### src/rtl/sipo_deserializer_if.sv
// Serial-in / parallel-out bus bundle: bit stream in, word handshake out.
interface sipo_deserializer_if #(
  parameter int WIDTH = 4
) ();

  logic             start;
  logic             msb_first;
  logic             en;
  logic             sin;
  logic [WIDTH-1:0] dout;
  logic             dout_valid;
  logic             dout_ready;
  logic             busy;
  logic             overrun;

  // Producer/consumer side of the deserializer.
  modport master (
    output start, msb_first, en, sin, dout_ready,
    input  dout, dout_valid, busy, overrun
  );

  // The deserializer itself.
  modport slave (
    input  start, msb_first, en, sin, dout_ready,
    output dout, dout_valid, busy, overrun
  );

endinterface

### src/rtl/sipo_deserializer.sv
// Serial-in, parallel-out word assembler with valid/ready output and a
// sticky overrun flag for words dropped while dout is still occupied.
//
//   state | meaning
//   ------+--------------------------------------------------------
//   IDLE  | no frame open; waiting for start, en ignored
//   SHIFT | frame open; each en cycle shifts one bit into sr
module sipo_deserializer #(
  parameter int WIDTH = 4
) (
  input  logic               clk,
  input  logic               reset,
  sipo_deserializer_if.slave bus
);

  localparam int CW = (WIDTH > 2) ? $clog2(WIDTH) : 1;
  localparam logic [CW-1:0] LAST = CW'(WIDTH - 1);

  typedef enum logic {IDLE, SHIFT} state_t;

  state_t           state, state_n;
  logic [WIDTH-1:0] sr, sr_n;
  logic [CW-1:0]    count, count_n;
  logic             msb_latched, msb_latched_n;
  logic [WIDTH-1:0] dout_q, dout_n;
  logic             valid_q, valid_n;
  logic             overrun_q, overrun_n;
  logic [WIDTH-1:0] word;

  // State and datapath registers; reset wins over every other input.
  always_ff @(posedge clk) begin
    if (reset) begin
      state       <= IDLE;
      sr          <= '0;
      count       <= '0;
      msb_latched <= 1'b0;
      dout_q      <= '0;
      valid_q     <= 1'b0;
      overrun_q   <= 1'b0;
    end else begin
      state       <= state_n;
      sr          <= sr_n;
      count       <= count_n;
      msb_latched <= msb_latched_n;
      dout_q      <= dout_n;
      valid_q     <= valid_n;
      overrun_q   <= overrun_n;
    end
  end

  // Next-state, shift, completion and handshake logic.
  always_comb begin
    state_n       = state;
    sr_n          = sr;
    count_n       = count;
    msb_latched_n = msb_latched;
    dout_n        = dout_q;
    valid_n       = valid_q;
    overrun_n     = overrun_q;

    // Word formed by the bit on sin this cycle, in the latched order.
    word = msb_latched ? {sr[WIDTH-2:0], bus.sin} : {bus.sin, sr[WIDTH-1:1]};

    // Plain consume; a completion below may override it.
    if (valid_q && bus.dout_ready) valid_n = 1'b0;

    case (state)
      IDLE: begin
        if (bus.start) begin
          sr_n          = '0;
          count_n       = '0;
          msb_latched_n = bus.msb_first;
          state_n       = SHIFT;
        end
      end
      SHIFT: begin
        if (bus.start) begin
          // Restart: drop the partial word, no bit captured this cycle.
          sr_n          = '0;
          count_n       = '0;
          msb_latched_n = bus.msb_first;
        end else if (bus.en) begin
          sr_n = word;
          if (count == LAST) begin
            count_n = '0;
            state_n = IDLE;
            if (!valid_q || bus.dout_ready) begin
              dout_n  = word;
              valid_n = 1'b1;
            end else begin
              overrun_n = 1'b1;
            end
          end else begin
            count_n = count + CW'(1);
          end
        end
      end
      default: state_n = IDLE;
    endcase
  end

  assign bus.dout       = dout_q;
  assign bus.dout_valid = valid_q;
  assign bus.busy       = (state == SHIFT);
  assign bus.overrun    = overrun_q;

endmodule

### src/flat_wrapper.sv
// flat-port wrapper written by rule: the top's interface ports become plain ports
module sipo_deserializer_flat 
#(
  parameter int WIDTH = 4
)
  (clk, reset, bus_start, bus_msb_first, bus_en, bus_sin, bus_dout_ready, bus_dout, bus_dout_valid, bus_busy, bus_overrun);
  sipo_deserializer_if #(.WIDTH(WIDTH)) bus_i ();
  input  logic clk;
  input  logic reset;
  input wire logic [$bits(bus_i.start)-1:0] bus_start;
  input wire logic [$bits(bus_i.msb_first)-1:0] bus_msb_first;
  input wire logic [$bits(bus_i.en)-1:0] bus_en;
  input wire logic [$bits(bus_i.sin)-1:0] bus_sin;
  input wire logic [$bits(bus_i.dout_ready)-1:0] bus_dout_ready;
  output wire logic [$bits(bus_i.dout)-1:0] bus_dout;
  output wire logic [$bits(bus_i.dout_valid)-1:0] bus_dout_valid;
  output wire logic [$bits(bus_i.busy)-1:0] bus_busy;
  output wire logic [$bits(bus_i.overrun)-1:0] bus_overrun;
  assign bus_i.start = bus_start;
  assign bus_i.msb_first = bus_msb_first;
  assign bus_i.en = bus_en;
  assign bus_i.sin = bus_sin;
  assign bus_i.dout_ready = bus_dout_ready;
  assign bus_dout = bus_i.dout;
  assign bus_dout_valid = bus_i.dout_valid;
  assign bus_busy = bus_i.busy;
  assign bus_overrun = bus_i.overrun;
  sipo_deserializer #(.WIDTH(WIDTH)) u_core (.clk(clk), .reset(reset), .bus(bus_i));
endmodule
### config.mk
export PLATFORM = sky130hd
export DESIGN_NAME = sipo_deserializer_flat
export DESIGN_NICKNAME = d
export VERILOG_FILES = /design/src/rtl/sipo_deserializer_if.sv /design/src/rtl/sipo_deserializer.sv /design/src/flat_wrapper.sv
export SDC_FILE = /design/constraint.sdc
export NUM_CORES = 1
export LEC_CHECK = 0
export ABC_CLOCK_PERIOD_IN_PS = 1400
export BUFFER_PORTS_ARGS = -buffer_cell sky130_fd_sc_hd__buf_2
export CAP_MARGIN = 10
export CORE_AREA = 3 3 40 42
export DETAILED_ROUTE_END_ITERATION = 8
export DIE_AREA = 0 0 43 45
export GPL_ROUTABILITY_DRIVEN = 0
export PLACE_DENSITY_LB_ADDON = 0.12
export RECOVER_POWER = 50
export SLEW_MARGIN = 20
export SYNTH_ARGS = -nofsm -noshare
export SYNTH_HDL_FRONTEND = slang
export SYNTH_SLANG_ARGS = --single-unit
export TNS_END_PERCENT = 10
### constraint.sdc
create_clock -name clk -period 1.4 [get_ports clk]
set_clock_uncertainty 0.05 [all_clocks]
set_input_delay 0.21 -clock clk [delete_from_list [all_inputs] [get_ports clk]]
set_output_delay 0.21 -clock clk [all_outputs]
set_load 0.03 [all_outputs]
## Word level (Yosys, flattened, before mapping)

Index checks and enable logic that the tools add are counted.

- Logic and storage cells: 42
- Output and inout port bits: 7
- Flip-flop bits (word level): 14
- Bits of input ports: 7

- Reduce and logical (&&, ||, !) cells: 6
- Bitwise logic cells: 3
- Equality and inequality tests: 3
- $add $sub $neg: 1
- Mux-type cells: 22

Operators with widths:

| operator | number |
|---|---|
| two-way mux 4 bit | 4 |
| two-way mux 1 bit | 11 |
| AND reduction 5 bit | 2 |
| two-way mux 2 bit | 4 |
| case mux 4 bit (2 select lines) | 1 |
| case mux 2 bit (2 select lines) | 1 |
| != test 3 bit, second input constant | 1 |
| NOT 1 bit | 3 |
| adder 2 x 1 -> 2 bit, second input constant | 1 |
| == test 2 bit, second input constant | 1 |
| != test 2 bit, second input constant | 1 |
| case mux 1 bit (2 select lines) | 1 |
| AND reduction 2 bit | 1 |
| logical AND 1 bit | 1 |
| zero test 1 bit | 1 |
| logical OR 1 bit | 1 |

## Logic depth before layout (Yosys ltp)

Gate-level depths: netlist of the first run.

- Depth after elaboration: 7
- Mapped depth: 4
- Gate-level depth less buffers: 4

## Least setup slack after synthesis of the first run

No wires, ideal clock.

- Path kind: reg2reg
- Start point: register u_core.state (netlist: u_core.bus.busy)
- End point: register u_core.dout_q[0] (netlist: u_core.bus.dout[0])
- Data arrival time: 1,200 ps
- Required time: 1,280 ps
- Period minus slack after synthesis: 1,320 ps
- Setup time: 70 ps
- Cell stages (with the launch flop): 4
- Path slack: 80 ps
- Buffers on the path: 0
- Cells stage by stage: dfxtp_1 > nand4b_4 > or3_1 > a21oi_1

- Longest elaborated chain between the ends: 1

Ends and longest elaborated chain:

| what | RTL line | RTL |
|---|---|---|
| from (decl) | sipo_deserializer.sv:21 | `state_t state, state_n;` |
| from (signal assigned) | sipo_deserializer.sv:41 | `state <= state_n;` |
| AND reduction 5 bit (no source line) | - |  |
| to (signal assigned) | sipo_deserializer.sv:45 | `dout_q <= dout_n;` |
| to (decl) | sipo_deserializer.sv:25 | `logic [WIDTH-1:0] dout_q, dout_n;` |

No other way between the ends.
A chain may end at the register's enable or synchronous reset.

## Final worst setup path of the first run

- Start point: register u_core.count[1]
- End point: register u_core.dout_q[2] (netlist: u_core.bus.dout[2])

- Longest elaborated chain between the ends: 2

Ends and longest elaborated chain:

| what | RTL line | RTL |
|---|---|---|
| from (decl) | sipo_deserializer.sv:23 | `logic [CW-1:0] count, count_n;` |
| from (signal assigned) | sipo_deserializer.sv:43 | `count <= count_n;` |
| == test 2 bit | sipo_deserializer.sv:84 | `if (count == LAST) begin` |
| AND reduction 5 bit (no source line) | - |  |

No other way between the ends.

==> results of run 1 <==
## per-stage QoR
step	utilization, %	total power, mW	hold WS (ps)	instance area [µm²]	setup slack (ps)
floorplan	-	0.462	277	608	80.2
global placement	50.8	0.477	396	653	38.2
detailed placement	50.8	0.477	402	653	19.1
CTS	53.8	0.762	110	692	29.3
global route	54.1	0.795	153	696	6.77
finish	54.1	0.753	113	696	91.4
## layout make-up
| class | instances | area, µm² | area share (%) |
|---|---|---|---|
| clock buffers | 4 | 36.3 | 5.22 |
| multi-input cells | 44 | 302 | 43.3 |
| flip-flops and latches | 14 | 282 | 40.5 |
| well taps | 15 | 18.8 | 2.70 |
| repair buffers | 13 | 57.6 | 8.27 |
## flip-flops by register name (all words and copies together) (netlist names)
name	flops
u_core.bus.busy	1
u_core.bus.dout_valid	1
u_core.bus.overrun	1
u_core.count	2
u_core.msb_latched	1
u_core.sr	4
u_core.bus.dout	4
## worst reg2reg max path: cells and delay by family (launching register included)
| kind | cells | cell delay (ps) |
|---|---|---|
| simple gates | 2 | 510 |
| flops | 1 | 370 |
| fa+ha+maj | 1 | 170 |
| compound gates | 1 | 130 |
## power by group through the flow
stage | Clock [mW] | Sequential [mW] | Combinational (mW)
after floorplan | 0 | 0.425 | 0.0377
after global placement | 0 | 0.424 | 0.0527
after detailed placement | 0 | 0.424 | 0.0529
after CTS | 0.295 | 0.415 | 0.0531
after global routing | 0.318 | 0.417 | 0.0594
final | 0.285 | 0.415 | 0.0528
## final timing paths
kind / end / depth (start not counted) / slack [ps]
max: u_core.bus.dout[2] / 4 / 90
min: u_core.msb_latched / 3 / 110
max reg2reg: u_core.bus.dout[2] / 4 / 90
min reg2reg: u_core.bus.dout[0] / 2 / 430
## kinds of logic (layout without fill, tap and decap cells)
| kind of cell | count (synthesis) | in the layout | share of synthesized area, % |
|---|---|---|---|
| muxes | 7 | 7 | 11.5 |
| buffers and inverters | 5 | 17 | 6.38 |
| AOI/OAI and AO/OA | 14 | 14 | 13.2 |
| adders and majority gates | 1 | 1 | 2.06 |
| DFF | 14 | 14 | 46.1 |
| and+or+nand+nor | 22 | 22 | 20.8 |
## per-layer routing
| layer | vias up | wire (µm) | share of wire, % |
|---|---|---|---|
| li1 | 245 | - | - |
| met5 | - | 0 | 0 |
| met3 | 2 | 58 | 5.7 |
| met1 | 201 | 506 | 50 |
| met2 | 10 | 431 | 43 |
| met4 | 0 | 14 | 1.4 |
## synthesized netlist by cell type, types with 2 or more instances
cell	instances
dfxtp_1	14
a21oi_1	6
o21ai_1	2
a211oi_1	4
o21ai_0	2
clkbuf_1	2
or3_1	4
mux2i_1	7
nor2_1	12
## repair_timing
| action | 4_1_cts | 5_1_grt |
|---|---|---|
| gates resized for setup | 1 | 2 |
| pin swaps | 0 | 0 |
| endpoints found under the setup margin | 1 | 3 |
| hold buffers | 0 | 0 |
==> impl_metrics.py, run 1 <==
metrics = {
    "pwr": {
        "p_per_area_nw_per_um2": 1080,
        "seqPwrFrac_pct": 55.1,
        "p_comb_share_pct": 7.0,
        "vdd_ir_drop_max_v": 0.000613,
        "swShare_pct": 22.1,
        "p_leak_nw": 0.265,
        "switchingPower_uw": 166,
        "clkPwrFrac_pct": 37.9,
        "p_int_uw": 587,
    },
    "detailed_routing": {
        "first_pass_iters": 3,
        "drc": 0,
        "first_iter_violations": 5,
        "ant_nets": 0,
        "totalWireLength_um": 1010,
        "avgViaCountPerCell": 5.09,
        "wl_per_cell_um": 11.2,
        "via_count": 458,
    },
    "layout": {
        "fillers": 133,
        "final_cell_mix": "13 x dfxtp_1, 12 x nor2_1, 7 x mux2i_1, 7 x buf_2",
        "drive_gt1_share_pct": 18.7,
        "antenna_cells": 0,
        "nets": 84,
        "area_growth_pct": 14.4,
        "stdcell_count": 90,
        "layout_commonest_cell": "dfxtp_1",
    },
    "floorplan": {
        "die_h_um": 45,
        "dieWidth_um": 43,
        "rows": 13,
        "io_pins": 14,
        "dieArea_um2": 1940,
        "core_area_um2": 1280,
        "initial_utilization_pct": 47.3,
    },
    "clock_tree": {
        "postCtsSetupBuffers": 0,
        "clk_pin_slew_worst_paths_ps": 80,
        "htree_levels": 1,
        "cts-root-buf": "clkbuf_4",
        "cts_tree": "built",
        "cts_sinks": 14,
        "cts.path.max_buffers": 2,
        "cts_buffers": 3,
        "clock_latency_ps": 270,
    },
    "setup_path": {
        "cp.buffers_inverters": 0,
        "worstPathArrival_ps": 1470,
        "critPathMaxFanout": 8,
        "worstPathRequired_ps": 1560,
        "path_class": "flop to flop",
        "crit_path_max_incr_delay_ps": 370,
        "crit_family": "simple AND/OR/NAND/NOR gates",
        "critPathSlowestCell": "dfxtp_1",
        "crit_chain": "ha_4 -> nand4b_4 -> or3_1 -> a21oi_1",
        "r2r_start": "u_core.count[1]",
        "cp-startpoint": "u_core.count[1]",
        "crit_path_end_kind": "flop",
        "critPathLaunchType": "flop",
    },
    "grt": {
        "grtUsageMet1_pct": 15.0,
        "grt_use_met3_pct": 4.78,
        "grtUsageTotal_pct": 12.0,
        "met2_usage_pct": 17.4,
        "grt_overflow_total": 0,
        "busiest_layer": "met2",
        "grt_pass1_vias": 397,
        "grt_start_max_net_pins": 11,
        "antenna_found_initial": 0,
        "grt_pass1_wl_um": 1640,
    },
    "synth": {
        "synth_edf_count": 0,
        "ys_seq_area_share_pct": 46.1,
        "yosys_most_used_dff": "dfxtp_1",
        "synth_nets": 71,
        "synth_seq_cells": 14,
        "synthArstFlopShare_pct": 0,
        "netlist_instances": 63,
        "synth.area.top_cells": "dfxtp_1 46%, mux2i_1 12%, nor2_1 7.4%",
        "syn_avg_cell_area_um2": 9.65,
        "synth_warnings": 0,
        "ys_types": 19,
        "synth_area_um2": 608,
        "post-synth-top-area-cell": "dfxtp_1",
        "yosysTopAreaCellShare_pct": 46.1,
    },
    "min_path": {
        "worstHoldPathType": "input pin to flop",
        "hold_start": "bus_msb_first",
    },
    "sta": {
        "rsz0062_at_grt": "no",
        "period_share_pct": 93.5,
        "report.final.slew_viol_count": 0,
        "slew_headroom_pct": 65.6,
        "clock.fmax_ghz": 0.764,
        "period_minus_slack_ps": 1310,
        "worst_pin_slew_ps": 515,
        "setup_viol": 0,
        "setup-tns-final_ps": 0,
        "hold_viol": 0,
    },
    "status": {
        "status": "finished, final reports clean",
    },
    "placed_design": {
        "dpl.cell_count": 86,
        "portBuffers": 13,
    },
    "run": {
        "maxCapViolCount": 0,
    },
}
Power figures use the tool's default switching activity.
==> run 2, diff against run 1 <==
--- a/config.mk
+++ b/config.mk
@@ -5,12 +5,13 @@
 export SDC_FILE = /design/constraint.sdc
 export NUM_CORES = 1
 export LEC_CHECK = 0
+export ABC_AREA = 1
 export ABC_CLOCK_PERIOD_IN_PS = 1400
 export BUFFER_PORTS_ARGS = -buffer_cell sky130_fd_sc_hd__buf_2
 export CAP_MARGIN = 10
-export CORE_AREA = 3 3 40 42
+export CORE_MARGIN = 3
+export CORE_UTILIZATION = 50
 export DETAILED_ROUTE_END_ITERATION = 8
-export DIE_AREA = 0 0 43 45
 export GPL_ROUTABILITY_DRIVEN = 0
 export PLACE_DENSITY_LB_ADDON = 0.12
 export RECOVER_POWER = 50
==> run 2 against run 1 <==
Net effect:
- register-to-register slack gained 70 ps
- first-iteration DRC count grew 80%
- die area shrank 7.5%
- clock power is essentially flat
- synthesized cell count grew 57%
- hold slack lost 46 ps
- combinational power grew 21%
- cell area grew 9.2%
- clock-buffer cell count is the same
- total power grew 0.61%
- critical path type unchanged
- critical endpoint is now u_core.sr[0]
==> impl_metrics.py, run 2 <==
metrics = {
    "setup_path": {
        "critPathLaunchType": "flop",
        "path_class": "flop to flop",
        "critPathMaxFanout": 6,
        "worstPathArrival_ps": 1390,
        "worstPathRequired_ps": 1560,
        "crit_path_end_kind": "flop",
    },
    "detailed_routing": {
        "first_iter_violations": 9,
        "via_count": 612,
        "totalWireLength_um": 1230,
        "drc": 0,
        "first_pass_iters": 4,
        "avgViaCountPerCell": 4.74,
        "wl_per_cell_um": 9.50,
        "ant_nets": 0,
    },
    "pwr": {
        "clkPwrFrac_pct": 37.5,
        "seqPwrFrac_pct": 54.0,
        "switchingPower_uw": 175,
        "p_int_uw": 583,
        "p_comb_share_pct": 8.4,
        "swShare_pct": 23.1,
        "p_per_area_nw_per_um2": 998,
        "vdd_ir_drop_max_v": 0.000568,
        "p_leak_nw": 0.345,
    },
    "synth": {
        "synth.top_cells.by_count": "30 x nand2_1, 20 x inv_1, 14 x dfxtp_1",
        "synthArstFlopShare_pct": 0,
        "yosysTopAreaCellShare_pct": 42.5,
        "yosys.area_share.simple_pct": 33.4,
        "synth_compound_area_share_pct": 9.11,
        "syn_avg_cell_area_um2": 6.66,
        "synthXorXnorAreaFrac_pct": 0,
        "muxShareOfSynthArea_pct": 0,
        "synth_area_um2": 659,
        "synth_warnings": 0,
        "synth_seq_cells": 14,
        "synth_nets": 107,
        "synth_top_family_by_area": "simple AND/OR/NAND/NOR gates",
        "ys_types": 14,
        "ys_seq_area_share_pct": 42.5,
        "yosys_most_used_dff": "dfxtp_1",
        "synth_edf_count": 0,
        "synth.area.top_cells": "dfxtp_1 43%, nand2_1 17%, inv_1 11%",
        "synthAdderAreaFrac_pct": 1.90,
        "netlist_instances": 99,
        "yosysMostFrequentCell": "nand2_1",
        "post-synth-top-area-cell": "dfxtp_1",
    },
    "floorplan": {
        "core_area_um2": 1170,
        "rows": 12,
        "dieWidth_um": 42.3,
        "die_h_um": 42.3,
        "io_pins": 14,
        "dieArea_um2": 1790,
        "initial_utilization_pct": 56.3,
    },
    "layout": {
        "nets": 124,
        "layout_commonest_cell": "nand2_1",
        "drive_gt1_share_pct": 13.9,
        "area_growth_pct": 15.2,
        "antenna_cells": 0,
        "final_cell_mix": "31 x nand2_1, 21 x inv_1, 14 x dfxtp_1, 10 x a21oi_1",
    },
    "clock_tree": {
        "cts_sinks": 14,
        "holdBufCountCts": 0,
        "postCtsSetupBuffers": 0,
        "cts.path.max_buffers": 2,
        "cts_tree": "built",
        "clk_pin_slew_worst_paths_ps": 80,
        "cts_buffers": 3,
        "cts-root-buf": "clkbuf_4",
        "cts-resized-gates": 0,
        "clock_latency_ps": 270,
        "htree_levels": 1,
    },
    "sta": {
        "report.final.slew_viol_count": 0,
        "worst_pin_slew_ps": 408,
        "period_share_pct": 88.2,
        "worst_slack_ps": 165,
        "clock.fmax_ghz": 0.810,
        "period_minus_slack_ps": 1230,
        "slew_headroom_pct": 72.7,
        "setup-tns-final_ps": 0,
        "setup_viol": 0,
        "hold_viol": 0,
        "rsz0062_at_grt": "no",
    },
    "placed_design": {
        "place_ws_ps": 208,
        "hpwl_um": 974,
        "portBuffers": 13,
    },
    "run": {
        "maxCapViolCount": 0,
    },
    "grt": {
        "antenna_found_initial": 0,
        "grt_pass1_wl_um": 2100,
        "grt_start_max_net_pins": 10,
        "grt_overflow_total": 0,
        "grtUsageTotal_pct": 15.1,
        "grt_pass1_vias": 553,
    },
    "min_path": {
        "worstHoldPathType": "input pin to flop",
    },
    "status": {
        "status": "finished, final reports clean",
    },
}
[run 2: cell count changes in the layout (fill, tap and decap cells not counted), moves of 6 or more]
cell | before | now
mux2i_1 | 7 | 0
nor2_1 | 12 | 6
nand3_1 | 0 | 8
nand2_1 | 1 | 31
inv_1 | 0 | 21
[run 2: final cells by class]
cell class | instances | area (µm²)
fill | 123 | 412
multi-input combinational | 63 | 288
sequential | 14 | 280
inverter | 21 | 78.8
timing repair buffer | 13 | 58.8
clock buffer | 4 | 36.3
tap | 14 | 17.5
[run 2: worst paths after layout]
| kind | cells after the start | slack (ps) | startpoint | endpoint |
|---|---|---|---|---|
| max | 5 | 170 | u_core.bus.busy | u_core.sr[0] |
| min | 2 | 70 | bus_en | u_core.bus.busy |
| max reg2reg | 5 | 170 | u_core.bus.busy | u_core.sr[0] |
| min reg2reg | 2 | 410 | u_core.bus.overrun | u_core.bus.overrun |
[run 2: worst max-delay path: stages (launching register included)]
cell and delay, ps:
dfxtp_1 320, nand2_1 120, inv_1 90, nor2_1 330, nand2_1 90, a21oi_1 160
[run 2: metrics by stage]
stage | total power [mW] | cells | hold slack [ps] | instance area (µm²) | util [%]
after floorplan | 0.464 | 99 | 249 | 659 | -
after global placement | 0.484 | 125 | 364 | 734 | 62.7
after detailed placement | 0.485 | 125 | 372 | 734 | 62.7
after CTS | 0.765 | 129 | 76.5 | 771 | 65.8
after global routing | 0.793 | 129 | 70.0 | 759 | 64.9
final | 0.758 | 129 | 66.8 | 759 | 64.9
[run 2: cell families (layout without fill, tap and decap cells)]
group	Yosys count	after routing
AND/OR/NAND/NOR	50	50
buffers and inverters	22	38
AO/OA/AOI/OAI	12	12
flip-flops	14	14
adder cells (fa/ha/maj)	1	1
[run 2: power groups by stage]
stage	clock network (mW)	registers (mW)	logic, mW
after floorplan	0	0.422	0.0418
after detailed placement	0	0.419	0.0658
after CTS	0.289	0.410	0.0661
after global routing	0.309	0.411	0.0730
final	0.285	0.409	0.0641
after global placement	0	0.419	0.0649
[run 2: routing by layer]
layer / share of wire (%) / global-route usage, % / routed length, µm
met1: 46 / 17.2 / 559
met2: 46 / 25.8 / 567
met3: 5.6 / 2.58 / 69
met4: 2.4 / 9.32 / 29
met5: 0 / 0 / 0
==> run 3, diff against run 2 <==
--- a/config.mk
+++ b/config.mk
@@ -13,7 +13,7 @@
 export CORE_UTILIZATION = 50
 export DETAILED_ROUTE_END_ITERATION = 8
 export GPL_ROUTABILITY_DRIVEN = 0
-export PLACE_DENSITY_LB_ADDON = 0.12
+export PLACE_DENSITY = 0.72
 export RECOVER_POWER = 50
 export SLEW_MARGIN = 20
 export SYNTH_ARGS = -nofsm -noshare
==> run 3 against run 2 <==
Net effect:
- sequential share of layout area is 0.74 points higher
- clock power is 23% lower
- clock-buffer cell count is 1 lower
- flip-flop and latch count stayed put
- die area stayed put
- largest power group unchanged
- critical endpoint is now u_core.bus.dout[1]
- combinational power is 0.6% lower
==> impl_metrics.py, run 3 (same netlist as run 2, synthesis figures left out) <==
metrics = {
    "status": {
        "status": "finished, final reports clean",
    },
    "clock_tree": {
        "htree_levels": 1,
        "clk_pin_slew_worst_paths_ps": 80,
        "holdBufCountCts": 0,
        "postCtsSetupBuffers": 0,
        "cts-resized-gates": 0,
        "clock_latency_ps": 270,
        "cts_tree": "built",
        "cts.path.max_buffers": 2,
        "cts_sinks": 14,
        "cts_buffers": 3,
        "cts-root-buf": "clkbuf_4",
    },
    "floorplan": {
        "io_pins": 14,
        "dieWidth_um": 42.3,
        "dieArea_um2": 1790,
        "die_h_um": 42.3,
        "rows": 12,
        "core_area_um2": 1170,
        "initial_utilization_pct": 56.3,
    },
    "pwr": {
        "p_per_area_nw_per_um2": 929,
        "vdd_ir_drop_max_v": 0.000697,
        "p_leak_nw": 0.332,
    },
    "setup_path": {
        "crit_path_max_incr_delay_ps": 360,
        "crit_path_end_kind": "flop",
        "worstPathArrival_ps": 1360,
        "critPathMostFrequentCell": "inv_1",
        "path_class": "flop to flop",
        "critPathSlowestCell": "dfxtp_1",
        "critPathMaxFanout": 4,
        "critPathLaunchType": "flop",
        "reg2reg_slack_ps": 200,
        "worstPathRequired_ps": 1560,
        "crit_chain": "ha_1 -> inv_1 -> nor2_2 -> nand3_2 -> nand2_1 -> inv_1 -> nor2_1",
    },
    "sta": {
        "report.final.slew_viol_count": 0,
        "period_minus_slack_ps": 1200,
        "period_share_pct": 85.6,
        "worst_pin_slew_ps": 373,
        "rsz0062_at_grt": "no",
        "setup-tns-final_ps": 0,
        "hold_viol": 0,
        "slew_headroom_pct": 75.1,
        "clock.fmax_ghz": 0.834,
        "setup_viol": 0,
    },
    "detailed_routing": {
        "avgViaCountPerCell": 4.72,
        "via_count": 604,
        "totalWireLength_um": 1170,
        "first_pass_iters": 4,
        "first_iter_violations": 22,
        "ant_nets": 0,
        "drc": 0,
        "wl_per_cell_um": 9.17,
    },
    "layout": {
        "antenna_cells": 0,
        "stdcell_count": 128,
        "drive_gt1_share_pct": 13.2,
        "post-route-util_pct": 63.6,
        "layout_commonest_cell": "nand2_1",
        "final_area_um2": 744,
        "area_growth_pct": 12.9,
        "nets": 124,
        "final_cell_mix": "31 x nand2_1, 20 x inv_1, 14 x dfxtp_1, 10 x a21oi_1, 8 x nand3_1",
    },
    "grt": {
        "antenna_found_initial": 0,
        "grt_pass1_wl_um": 2100,
        "grt_overflow_total": 0,
        "grt_start_max_net_pins": 10,
        "grtUsageTotal_pct": 15.1,
        "grt_pass1_vias": 540,
    },
    "placed_design": {
        "hpwl_um": 935,
        "dpl.cell_count": 125,
        "portBuffers": 13,
        "placed_area_um2": 734,
    },
    "min_path": {
        "worstHoldPathType": "input pin to flop",
    },
    "run": {
        "maxCapViolCount": 0,
    },
}
run 3: cell types whose count changed in the layout (fill, tap and decap cells not counted), sizes merged:
cell	before	now
buf	8	7
run 3: layout make-up:
cell class | instances | area (µm²)
flip-flops and latches | 14 | 280
repair buffers | 13 | 57.6
multi-input cells | 63 | 288
inverters | 21 | 78.8
well taps | 14 | 17.5
clock buffers | 3 | 22.5
fillers | 119 | 427
run 3: where the power goes:
group	internal (mW)	switching [mW]
Clock	0.0997	0.120
Combinational	0.0208	0.0429
Sequential	0.404	0.00470
Total	0.525	0.167
run 3: per-stage QoR:
stage | hold slack (ps) | power [mW] | setup WS, ps
after floorplan | 249 | 0.464 | 251
after global placement | 369 | 0.484 | 290
after detailed placement | 367 | 0.484 | 222
after CTS | 70.1 | 0.702 | 199
after global routing | 83.8 | 0.729 | 83.9
final | 64.3 | 0.692 | 201
run 3: metal layers:
metal / share of wire, % / up-vias / global-route usage (%)
met3: 5.1 / 5 / 3.00
li1: - / 331 / -
met4: 3.1 / 0 / 9.32
met2: 43 / 12 / 22.2
met5: 0 / - / 0
met1: 49 / 256 / 19.8
run 3: worst paths after layout:
check	from	endpoint	cells after the start
worst max-delay path	u_core.count[0]	u_core.bus.dout[1]	7
worst min-delay path	bus_en	u_core.bus.busy	2
worst max register to register	u_core.count[0]	u_core.bus.dout[1]	7
worst min register to register	u_core.bus.overrun	u_core.bus.overrun	2
run 3: critical path, delay by kind of cell, from the launching register on:
family | cells | cell delay, ps
fa+ha+maj | 1 | 210
simple gates | 4 | 430
flops | 1 | 360
buf+inv | 2 | 90
